[config.mk]
export PLATFORM = sky130hd
export DESIGN_NAME = spi_adc_master_param_flat
export DESIGN_NICKNAME = d
export VERILOG_FILES = /design/src/rtl/spi_adc_master_param_if.sv /design/src/rtl/spi_adc_master_param.sv /design/src/flat_wrapper.sv
export SDC_FILE = /design/constraint.sdc
export NUM_CORES = 1
export LEC_CHECK = 0
export CAP_MARGIN = 20
export CORE_MARGIN = 3
export CORE_UTILIZATION = 58
export CTS_CLUSTER_DIAMETER = 200
export CTS_CLUSTER_SIZE = 40
export DETAILED_ROUTE_END_ITERATION = 7
export PLACE_DENSITY = 0.84
export SLEW_MARGIN = 20
export SYNTH_ARGS = -nofsm -noshare
export SYNTH_HDL_FRONTEND = slang
export SYNTH_SLANG_ARGS = --single-unit
[constraint.sdc]
create_clock -name user_clk -period 6 [get_ports user_clk]
set_clock_uncertainty 0.15 [all_clocks]
set_input_delay 0.9 -clock user_clk [delete_from_list [all_inputs] [get_ports user_clk]]
set_output_delay 0.9 -clock user_clk [all_outputs]
set_load 0.02 [all_outputs]
[src/rtl/spi_adc_master_param_if.sv]
// Command/response bus of the ADC SPI master: one command per valid/ready
// handshake, one response pulse per frame. Requester uses "master", engine uses "slave".
interface spi_adc_master_param_if #(
  parameter int ADDR_W = 15,
  parameter int DATA_W = 8,
  parameter int CS_W   = 1
);
  logic              cmd_valid;
  logic              cmd_ready;
  logic              cmd_rw;
  logic [CS_W-1:0]   cmd_cs;
  logic [ADDR_W-1:0] cmd_addr;
  logic [DATA_W-1:0] cmd_wdata;
  logic              cpol;
  logic              cpha;
  logic              rsp_valid;
  logic [DATA_W-1:0] rsp_rdata;
  logic              rsp_err;
  logic              busy;

  modport master (
    output cmd_valid, cmd_rw, cmd_cs, cmd_addr, cmd_wdata, cpol, cpha,
    input  cmd_ready, rsp_valid, rsp_rdata, rsp_err, busy
  );

  modport slave (
    input  cmd_valid, cmd_rw, cmd_cs, cmd_addr, cmd_wdata, cpol, cpha,
    output cmd_ready, rsp_valid, rsp_rdata, rsp_err, busy
  );
endinterface

[src/rtl/spi_adc_master_param.sv]
// Parametrised SPI master (all CPOL/CPHA modes, NUM_CS selects) for ADC register access.
// Optional macro SPI_LOOPBACK_EN: capture the driven mosi instead of the miso pin.
module spi_adc_master_param #(
  parameter int ADDR_W  = 15,
  parameter int DATA_W  = 8,
  parameter int CLK_DIV = 4,
  parameter int NUM_CS  = 2,
  parameter int CS_IDLE = 2
) (
  input  logic                user_clk,
  input  logic                user_rst,
  spi_adc_master_param_if.slave bus,
  output logic                sclk,
  output logic [NUM_CS-1:0]   ss_n,
  output logic                mosi,
  input  logic                miso
);

  localparam int FRAME_W = 1 + ADDR_W + DATA_W;
  localparam int CS_W    = (NUM_CS > 1) ? $clog2(NUM_CS) : 1;
  localparam int CNT_MAX = (CLK_DIV > CS_IDLE) ? CLK_DIV : CS_IDLE;
  localparam int CNT_W   = $clog2(CNT_MAX + 1);
  localparam int HALF_W  = $clog2(2 * FRAME_W);
  localparam logic [CNT_W-1:0]  DIV_LAST  = CNT_W'(CLK_DIV - 1);
  localparam logic [CNT_W-1:0]  GAP_LAST  = CNT_W'(CS_IDLE - 1);
  localparam logic [HALF_W-1:0] HALF_LAST = HALF_W'(2 * FRAME_W - 1);

  typedef enum logic [2:0] {S_IDLE, S_SETUP, S_SHIFT, S_HOLD, S_GAP} state_t;

  state_t              state_q, state_d;
  logic [CNT_W-1:0]    cnt_q, cnt_d;
  logic [HALF_W-1:0]   half_q, half_d;
  logic                cpol_q, cpol_d;
  logic                cpha_q, cpha_d;
  logic                err_q, err_d;
  logic [FRAME_W-1:0]  tx_q, tx_d;
  logic [DATA_W-1:0]   rx_q, rx_d;
  logic                cmd_ready_q, cmd_ready_d;
  logic                rsp_valid_q, rsp_valid_d;
  logic [DATA_W-1:0]   rsp_rdata_q, rsp_rdata_d;
  logic                rsp_err_q, rsp_err_d;
  logic                sclk_q, sclk_d;
  logic [NUM_CS-1:0]   ss_n_q, ss_n_d;
  logic                mosi_q, mosi_d;

  logic               accept;
  logic               div_done;
  logic               edge_now;
  logic               edge_lead;
  logic               sample_now;
  logic               rx_bit;
  logic [FRAME_W-1:0] frame_in;

  function automatic logic [NUM_CS-1:0] cs_decode(input logic [CS_W-1:0] cs);
    logic [NUM_CS-1:0] v;
    v = '1;
    for (int i = 0; i < NUM_CS; i++) begin
      if (int'(cs) == i) v[i] = 1'b0;
    end
    return v;
  endfunction

`ifdef SPI_LOOPBACK_EN
  logic miso_unused;
  assign miso_unused = miso;
  assign rx_bit      = mosi_q;
`else
  assign rx_bit      = miso;
`endif

  assign accept    = bus.cmd_valid && cmd_ready_q;
  assign div_done  = (cnt_q == DIV_LAST);
  assign frame_in  = {bus.cmd_rw, bus.cmd_addr, bus.cmd_wdata};
  // Edges happen at the start of each half-period; the next half index is even (leading) when half_q is odd.
  assign edge_now  = div_done && ((state_q == S_SETUP) ||
                                  (state_q == S_SHIFT && half_q != HALF_LAST));
  assign edge_lead = (state_q == S_SETUP) || half_q[0];
  assign sample_now = edge_lead ^ cpha_q;

  always_ff @(posedge user_clk or posedge user_rst) begin
    if (user_rst) begin
      state_q     <= S_IDLE;
      cnt_q       <= '0;
      half_q      <= '0;
      cpol_q      <= 1'b0;
      cpha_q      <= 1'b0;
      err_q       <= 1'b0;
      tx_q        <= '0;
      rx_q        <= '0;
      cmd_ready_q <= 1'b1;
      rsp_valid_q <= 1'b0;
      rsp_rdata_q <= '0;
      rsp_err_q   <= 1'b0;
      sclk_q      <= 1'b0;
      ss_n_q      <= '1;
      mosi_q      <= 1'b0;
    end else begin
      state_q     <= state_d;
      cnt_q       <= cnt_d;
      half_q      <= half_d;
      cpol_q      <= cpol_d;
      cpha_q      <= cpha_d;
      err_q       <= err_d;
      tx_q        <= tx_d;
      rx_q        <= rx_d;
      cmd_ready_q <= cmd_ready_d;
      rsp_valid_q <= rsp_valid_d;
      rsp_rdata_q <= rsp_rdata_d;
      rsp_err_q   <= rsp_err_d;
      sclk_q      <= sclk_d;
      ss_n_q      <= ss_n_d;
      mosi_q      <= mosi_d;
    end
  end

  always_comb begin
    state_d = state_q;
    cnt_d   = cnt_q + 1'b1;
    half_d  = half_q;
    case (state_q)
      S_IDLE: begin
        cnt_d = '0;
        if (accept) state_d = S_SETUP;
      end
      S_SETUP: if (div_done) begin
        state_d = S_SHIFT;
        cnt_d   = '0;
        half_d  = '0;
      end
      S_SHIFT: if (div_done) begin
        cnt_d = '0;
        if (half_q == HALF_LAST) state_d = S_HOLD;
        else                     half_d  = half_q + 1'b1;
      end
      S_HOLD: if (div_done) begin
        state_d = S_GAP;
        cnt_d   = '0;
      end
      S_GAP: if (cnt_q == GAP_LAST) begin
        state_d = S_IDLE;
        cnt_d   = '0;
      end
      default: begin
        state_d = S_IDLE;
        cnt_d   = '0;
      end
    endcase
  end

  always_comb begin
    cpol_d      = cpol_q;
    cpha_d      = cpha_q;
    err_d       = err_q;
    tx_d        = tx_q;
    rx_d        = rx_q;
    cmd_ready_d = cmd_ready_q;
    rsp_valid_d = 1'b0;
    rsp_rdata_d = rsp_rdata_q;
    rsp_err_d   = rsp_err_q;
    sclk_d      = sclk_q;
    ss_n_d      = ss_n_q;
    mosi_d      = mosi_q;
    case (state_q)
      S_IDLE: begin
        sclk_d = bus.cpol;
        if (accept) begin
          cpol_d      = bus.cpol;
          cpha_d      = bus.cpha;
          err_d       = (int'(bus.cmd_cs) >= NUM_CS);
          rx_d        = '0;
          cmd_ready_d = 1'b0;
          ss_n_d      = cs_decode(bus.cmd_cs);
          // With cpha=0 the MSB is presented before the first edge, so drive edges start at bit FRAME_W-2.
          if (bus.cpha) begin
            tx_d = frame_in;
          end else begin
            tx_d   = frame_in << 1;
            mosi_d = bus.cmd_rw;
          end
        end
      end
      S_SETUP, S_SHIFT: begin
        if (state_q == S_SETUP) sclk_d = cpol_q;
        if (edge_now) begin
          sclk_d = ~sclk_q;
          if (sample_now) begin
            rx_d = {rx_q[DATA_W-2:0], rx_bit};
          end else begin
            mosi_d = tx_q[FRAME_W-1];
            tx_d   = tx_q << 1;
          end
        end
      end
      S_HOLD: begin
        sclk_d = cpol_q;
        if (div_done) begin
          ss_n_d      = '1;
          rsp_valid_d = 1'b1;
          rsp_rdata_d = err_q ? '0 : rx_q;
          rsp_err_d   = err_q;
        end
      end
      S_GAP: begin
        if (cnt_q == GAP_LAST) cmd_ready_d = 1'b1;
      end
      default: begin
        ss_n_d      = '1;
        cmd_ready_d = 1'b1;
      end
    endcase
  end

  assign bus.cmd_ready = cmd_ready_q;
  assign bus.busy      = ~cmd_ready_q;
  assign bus.rsp_valid = rsp_valid_q;
  assign bus.rsp_rdata = rsp_rdata_q;
  assign bus.rsp_err   = rsp_err_q;
  assign sclk          = sclk_q;
  assign ss_n          = ss_n_q;
  assign mosi          = mosi_q;

endmodule

[src/flat_wrapper.sv]
// flat-port wrapper written by rule: the top's interface ports become plain ports
module spi_adc_master_param_flat 
#(
  parameter int ADDR_W  = 15,
  parameter int DATA_W  = 8,
  parameter int CLK_DIV = 4,
  parameter int NUM_CS  = 2,
  parameter int CS_IDLE = 2
)
  (user_clk, user_rst, sclk, ss_n, mosi, miso, bus_cmd_valid, bus_cmd_rw, bus_cmd_cs, bus_cmd_addr, bus_cmd_wdata, bus_cpol, bus_cpha, bus_cmd_ready, bus_rsp_valid, bus_rsp_rdata, bus_rsp_err, bus_busy);
  spi_adc_master_param_if #(.ADDR_W(ADDR_W), .DATA_W(DATA_W), .CS_W(1)) bus_i ();
  input  logic user_clk;
  input  logic user_rst;
  output logic sclk;
  output logic [NUM_CS-1:0] ss_n;
  output logic mosi;
  input  logic miso;
  input wire logic [$bits(bus_i.cmd_valid)-1:0] bus_cmd_valid;
  input wire logic [$bits(bus_i.cmd_rw)-1:0] bus_cmd_rw;
  input wire logic [$bits(bus_i.cmd_cs)-1:0] bus_cmd_cs;
  input wire logic [$bits(bus_i.cmd_addr)-1:0] bus_cmd_addr;
  input wire logic [$bits(bus_i.cmd_wdata)-1:0] bus_cmd_wdata;
  input wire logic [$bits(bus_i.cpol)-1:0] bus_cpol;
  input wire logic [$bits(bus_i.cpha)-1:0] bus_cpha;
  output wire logic [$bits(bus_i.cmd_ready)-1:0] bus_cmd_ready;
  output wire logic [$bits(bus_i.rsp_valid)-1:0] bus_rsp_valid;
  output wire logic [$bits(bus_i.rsp_rdata)-1:0] bus_rsp_rdata;
  output wire logic [$bits(bus_i.rsp_err)-1:0] bus_rsp_err;
  output wire logic [$bits(bus_i.busy)-1:0] bus_busy;
  assign bus_i.cmd_valid = bus_cmd_valid;
  assign bus_i.cmd_rw = bus_cmd_rw;
  assign bus_i.cmd_cs = bus_cmd_cs;
  assign bus_i.cmd_addr = bus_cmd_addr;
  assign bus_i.cmd_wdata = bus_cmd_wdata;
  assign bus_i.cpol = bus_cpol;
  assign bus_i.cpha = bus_cpha;
  assign bus_cmd_ready = bus_i.cmd_ready;
  assign bus_rsp_valid = bus_i.rsp_valid;
  assign bus_rsp_rdata = bus_i.rsp_rdata;
  assign bus_rsp_err = bus_i.rsp_err;
  assign bus_busy = bus_i.busy;
  spi_adc_master_param #(.ADDR_W(ADDR_W), .DATA_W(DATA_W), .CLK_DIV(CLK_DIV), .NUM_CS(NUM_CS), .CS_IDLE(CS_IDLE)) u_core (.user_clk(user_clk), .user_rst(user_rst), .bus(bus_i), .sclk(sclk), .ss_n(ss_n), .mosi(mosi), .miso(miso));
endmodule
* After elaboration in Yosys (flattened, before gate mapping)
Cells that the tools add are included.
Cells by class: add/subtract/negate cells 2, equality and inequality tests 20, muxes and demuxes 41, bitwise gates (word level) 5, reductions and logical operators 22
Operators with widths (count):
- 24-bit two-way mux | 4
- 24-bit case mux with 2 select lines | 1
- 3-bit two-way mux | 8
- 8-bit two-way mux | 3
- 6-bit two-way mux | 3
- 8-bit case mux with 2 select lines | 1
- 3-bit case mux with 5 select lines | 1
- 2-bit by 1-bit inequality test with 1-bit output, second input constant | 7
- 1-bit two-way mux | 12
- 6-bit case mux with 2 select lines | 1
- 4-bit AND reduction | 3
- 3-bit by 2-bit equality test with 1-bit output, second input constant | 3
- 2-bit inequality test, second input constant | 4
- 6-bit by 1-bit adder with 6-bit output, second input constant | 1
- 3-bit by 1-bit equality test with 1-bit output, second input constant | 2
- 6-bit equality test, second input constant | 1
- 6-bit inequality test, second input constant | 1
- 1-bit case mux with 3 select lines | 2
- 2-bit case mux with 3 select lines | 1
- 3-bit case mux with 2 select lines | 1
- 2-bit AND reduction | 3
- 3-bit AND reduction | 2
- 6-bit AND reduction | 1
- 3-bit OR reduction | 2
- other kinds (14) | 22
Storage, ports and cells: register bits after elaboration 60, input bits 31, output and inout bits 16

* Depth between registers and ports, before layout
word-level depth 6, depth in mapped cells 9

* Least setup slack after synthesis
Ideal clock, no wire load.
path type input-to-reg, start input port bus_cpha, end register u_core.tx_q[10], setup time 126 ps, data arrival time 1960 ps, data required time 5724 ps, setup slack 3764 ps, stages on the path 5, buffers on the path 2, cells stage by stage buf_2 clkbuf_1 mux2_2 mux2i_1 mux2i_1
Between the ends: word-level cells in the longest chain between the ends 3
RTL lines:
- start: declaration | RTL line flat_wrapper.sv:24 | input wire logic [$bits(bus_i.cpha)-1:0] bus_cpha;
- 24-bit two-way mux | RTL line spi_adc_master_param.sv:174 | if (bus.cpha) begin
- 24-bit two-way mux | RTL line spi_adc_master_param.sv:166 | if (accept) begin
- 24-bit case mux with 2 select lines | RTL line spi_adc_master_param.sv:163 | case (state_q)
- end signal: assignment | RTL line spi_adc_master_param.sv:104 | tx_q <= tx_d;
- end: declaration | RTL line spi_adc_master_param.sv:36 | logic [FRAME_W-1:0] tx_q, tx_d;
Every way passes these cells. The select of a mux whose other input is x is not followed. A chain may end at the register's enable or synchronous reset.

* Worst setup path after layout
start register u_core.state_q[1], end register u_core.mosi_q (netlist: u_core.mosi)
Between the ends: word-level cells in the longest chain between the ends 6, elaborated cells on any way between the ends 16, those cells by class eq/ne: 6; mux: 1; bitwise: 1; reduce/logical: 8
RTL lines:
- start: declaration | RTL line spi_adc_master_param.sv:30 | state_t state_q, state_d;
- start signal: assignment | RTL line spi_adc_master_param.sv:98 | state_q <= state_d;
- 3-bit by 2-bit equality test with 1-bit output | RTL line spi_adc_master_param.sv:76, spi_adc_master_param.sv:163
- 1-bit logical AND | RTL line spi_adc_master_param.sv:76 | (state_q == S_SHIFT && half_q != HALF_LAST));
- 1-bit logical OR | RTL line spi_adc_master_param.sv:75 | assign edge_now = div_done && ((state_q == S_SETUP) ||
- 1-bit logical AND | RTL line spi_adc_master_param.sv:75
- 2-bit by 1-bit inequality test with 1-bit output (no line)
- 5-bit AND reduction (no line)
- end signal: assignment | RTL line spi_adc_master_param.sv:112 | mosi_q <= mosi_d;
- end: declaration | RTL line spi_adc_master_param.sv:44 | logic mosi_q, mosi_d;
Several ways; a longest one is shown, not always the timed one.

==> impl_metrics.yaml <==
synthesis:
  synth_top_cell_by_area: "dfrtp_1"
  ys_seq_area_share_pct: 44.7
  yosys-top-cells-area: "dfrtp_1, mux2i_1, mux2_2"
  postSynthCellCount: 309
  synth_edf_count: 0
  syn_area_sq_mm: 0.00337
  yosysMostFrequentCell: "dfrtp_1"
  ys_types: 41
  synth_common_cells: "dfrtp_1, mux2i_1, inv_1, mux2_2, nand2_1"
  syn-num-nets: 345
  avgSynthCellArea_sq_um: 10.9
  netlist.area_leader.share_pct: 42.3
  synth-async-reset-ratio_pct: 100
  yosysWarningCount: 0
  ys_ff_latch: 60
  synthFlopType: "dfrtp_1"
sta:
  setup_viol_count_final: 0
  fin_ws_ns: 3.28
  tightest_slew_ns: 0.988
  slew_headroom_pct: 34.0
  fin_crit_sh_pct: 45.3
  drv_slew: 0
  fin_crit_ns: 2.72
  finalSetupTns_ns: 0
  rsz0062_at_grt: "false"
  hold_violations: 0
  fmax_ghz: 0.368
grt:
  grt_usage_pct: 20.4
  top_usage_layer: "met2"
  gr-usage-met1_pct: 27.4
  grt_antenna_before_repair: 0
  globalRouteMet3Util_pct: 6.94
  grt_pass1_wl_mm: 10.4
  grt_overflow_total: 0
  grt_max_degree: 61
  grt_pass1_vias: 2185
  met2_usage_pct: 31.4
cells_and_area:
  areaGrowthSynthToFinish_pct: 18.6
  antenna_cells_inserted: 0
  drive_gt1_share_pct: 18.4
  fin_nets: 384
  finalNonFillerCells: 425
  final_area_sq_mm: 0.00400
setup_path:
  worst_ep_arrival_time_ns: 2.79
  worstSetupEndpoint: "u_core.mosi$_DFFE_PP0P_"
  worstPathRequired_ns: 6.07
  worst-setup-path-type: "reg2reg"
  end_kind: "flip-flop"
  startpoint_type: "flip-flop"
  ff2ff_setup_slack_ns: 3.28
  critPathMaxFanout: 31
  rr_worst_depth: 4
  r2r_end: "u_core.mosi$_DFFE_PP0P_"
  crit_path_start: "u_core.state_q[1]$_DFFE_PP0P_"
  r2r_start: "u_core.state_q[1]$_DFFE_PP0P_"
power_and_ir_drop:
  p_per_area_mw_per_mm2: 224
  peakVddDrop_v: 0.000218
  leakagePower_uw: 0.00176
routing:
  ant_nets: 0
  drt_iter0_drc: 113
  wire_per_inst_microns: 14.7
  drt_wl_total_mm: 6.24
  drc: 0
  drt-pass1-iter-count: 4
  via_count: 2295
  routed_via_density: 5.40
run:
  cap_violations: 0
clocking:
  clock-sinks: 60
  cts.hold.buffers_added: 0
  cts_setup_buffers: 0
  root_buffer: "clkbuf_8"
  cts_resized: 0
  h-tree-depth: 3
  clock_path_buffers: 2
  cts_tree: "built"
  clk_pin_slew_worst_paths_ns: 0.07
  clk_latency_ns: 0.34
  cts_buffers: 9
die:
  dieArea_sq_mm: 0.00676
  core.rowCount: 27
  pin_count: 47
  core-area_sq_mm: 0.00557
  die_y_microns: 82.2
  die_w_microns: 82.2
  start_util_pct: 60.5
hold_path:
  hold_path.class: "reg2reg"
place:
  hpwl_mm: 4.23
  post-place-ws_ns: 3.03
  io_buffers: 45
  dpl.cell_count: 409
  place_congestion: 0.818
  place_area_sq_mm: 0.00376
status:
  status: "finished clean"
==> critical path, cell delays in order (launching register included) <==
cell and delay (ns):
dfrtp_1 0.71, xnor2_1 0.26, nor2_4 0.79, mux2_2 0.42, mux2_2 0.26
==> where the power goes <==
group	internal (uW)	switching (uW)
sequential	405	0.338
combinational	35.5	24.4
clock	275	155
total	715	180
==> flip-flops by register name (all words and copies together) (netlist names), 2 cells and up <==
register	cells
u_core.cnt_q	3
u_core.half_q	6
u_core.tx_q	24
u_core.ss_n	2
u_core.rx_q	8
u_core.state_q	3
u_core.bus.rsp_rdata	8
==> per-stage QoR <==
stage	util [%]	hold slack, ns	total power (uW)
floorplan	-	0.286	445
global placement	67.5	0.301	473
detailed placement	67.5	0.320	473
CTS	71.7	0.333	904
global route	71.7	0.366	928
finish	71.7	0.327	895
==> cell type report <==
cell class,count,area (sq um)
inverter,36,135
clock buffer,11,131
timing repair buffer,48,473
sequential,60,1510
multi-input combinational,193,1560
tap,72,90.1
clock inverter,5,100
fill,425,1580
==> cell usage in the layout (no fill, tap or decap), drive strengths merged, types with 2 or more instances in the layout <==
master / instances
a21oi: 5
buf: 3
clkbuf: 11
xor2: 6
o32a: 2
dfrtp: 57
nor3b: 2
nor2b: 2
nand3: 8
o21ai: 12
and3: 2
mux2i: 48
mux2: 38
o211ai: 4
nand2b: 2
ha: 5
or2: 2
clkinv: 2
nor3: 5
nand2: 20
dfstp: 3
nor2: 14
bufinv: 3
inv: 36
a211oi: 3
clkdlybuf4s50: 45
==> worst min-delay path by stage <==
stage	startpoint	endpoint	slack, ns	cells past startpoint
floorplan	u_core.cnt_q[0]$_DFF_PP0_	u_core.cnt_q[0]$_DFF_PP0_	0.29	1
global placement	u_core.cnt_q[0]$_DFF_PP0_	u_core.cnt_q[0]$_DFF_PP0_	0.30	1
detailed placement	u_core.bus.rsp_rdata[5]$_DFFE_PP0P_	u_core.bus.rsp_rdata[5]$_DFFE_PP0P_	0.32	2
CTS	u_core.cnt_q[0]$_DFF_PP0_	u_core.cnt_q[0]$_DFF_PP0_	0.33	1
global route	u_core.cnt_q[0]$_DFF_PP0_	u_core.cnt_q[0]$_DFF_PP0_	0.37	1
finish	u_core.bus.rsp_rdata[5]$_DFFE_PP0P_	u_core.bus.rsp_rdata[5]$_DFFE_PP0P_	0.33	2
==> layer usage <==
metal / part of all wire [%] / wire length, microns
met1: 46 / 2840
met2: 49 / 3040
met3: 4.7 / 294
met4: 1.0 / 64
met5: 0 / 0
==> cells by family after synthesis <==
kind of cell | after synthesis | synth area share [%]
muxes | 86 | 27.2
other | 1 | 0.111
DFF | 60 | 44.7
adders and majority gates | 5 | 1.86
buffers and inverters | 56 | 9.02
AOI/OAI and AO/OA | 32 | 6.16
and+or+nand+nor | 62 | 9.21
xor gates and xnor gates | 7 | 1.82
Note: power is estimated with default switching activity, not from simulation.
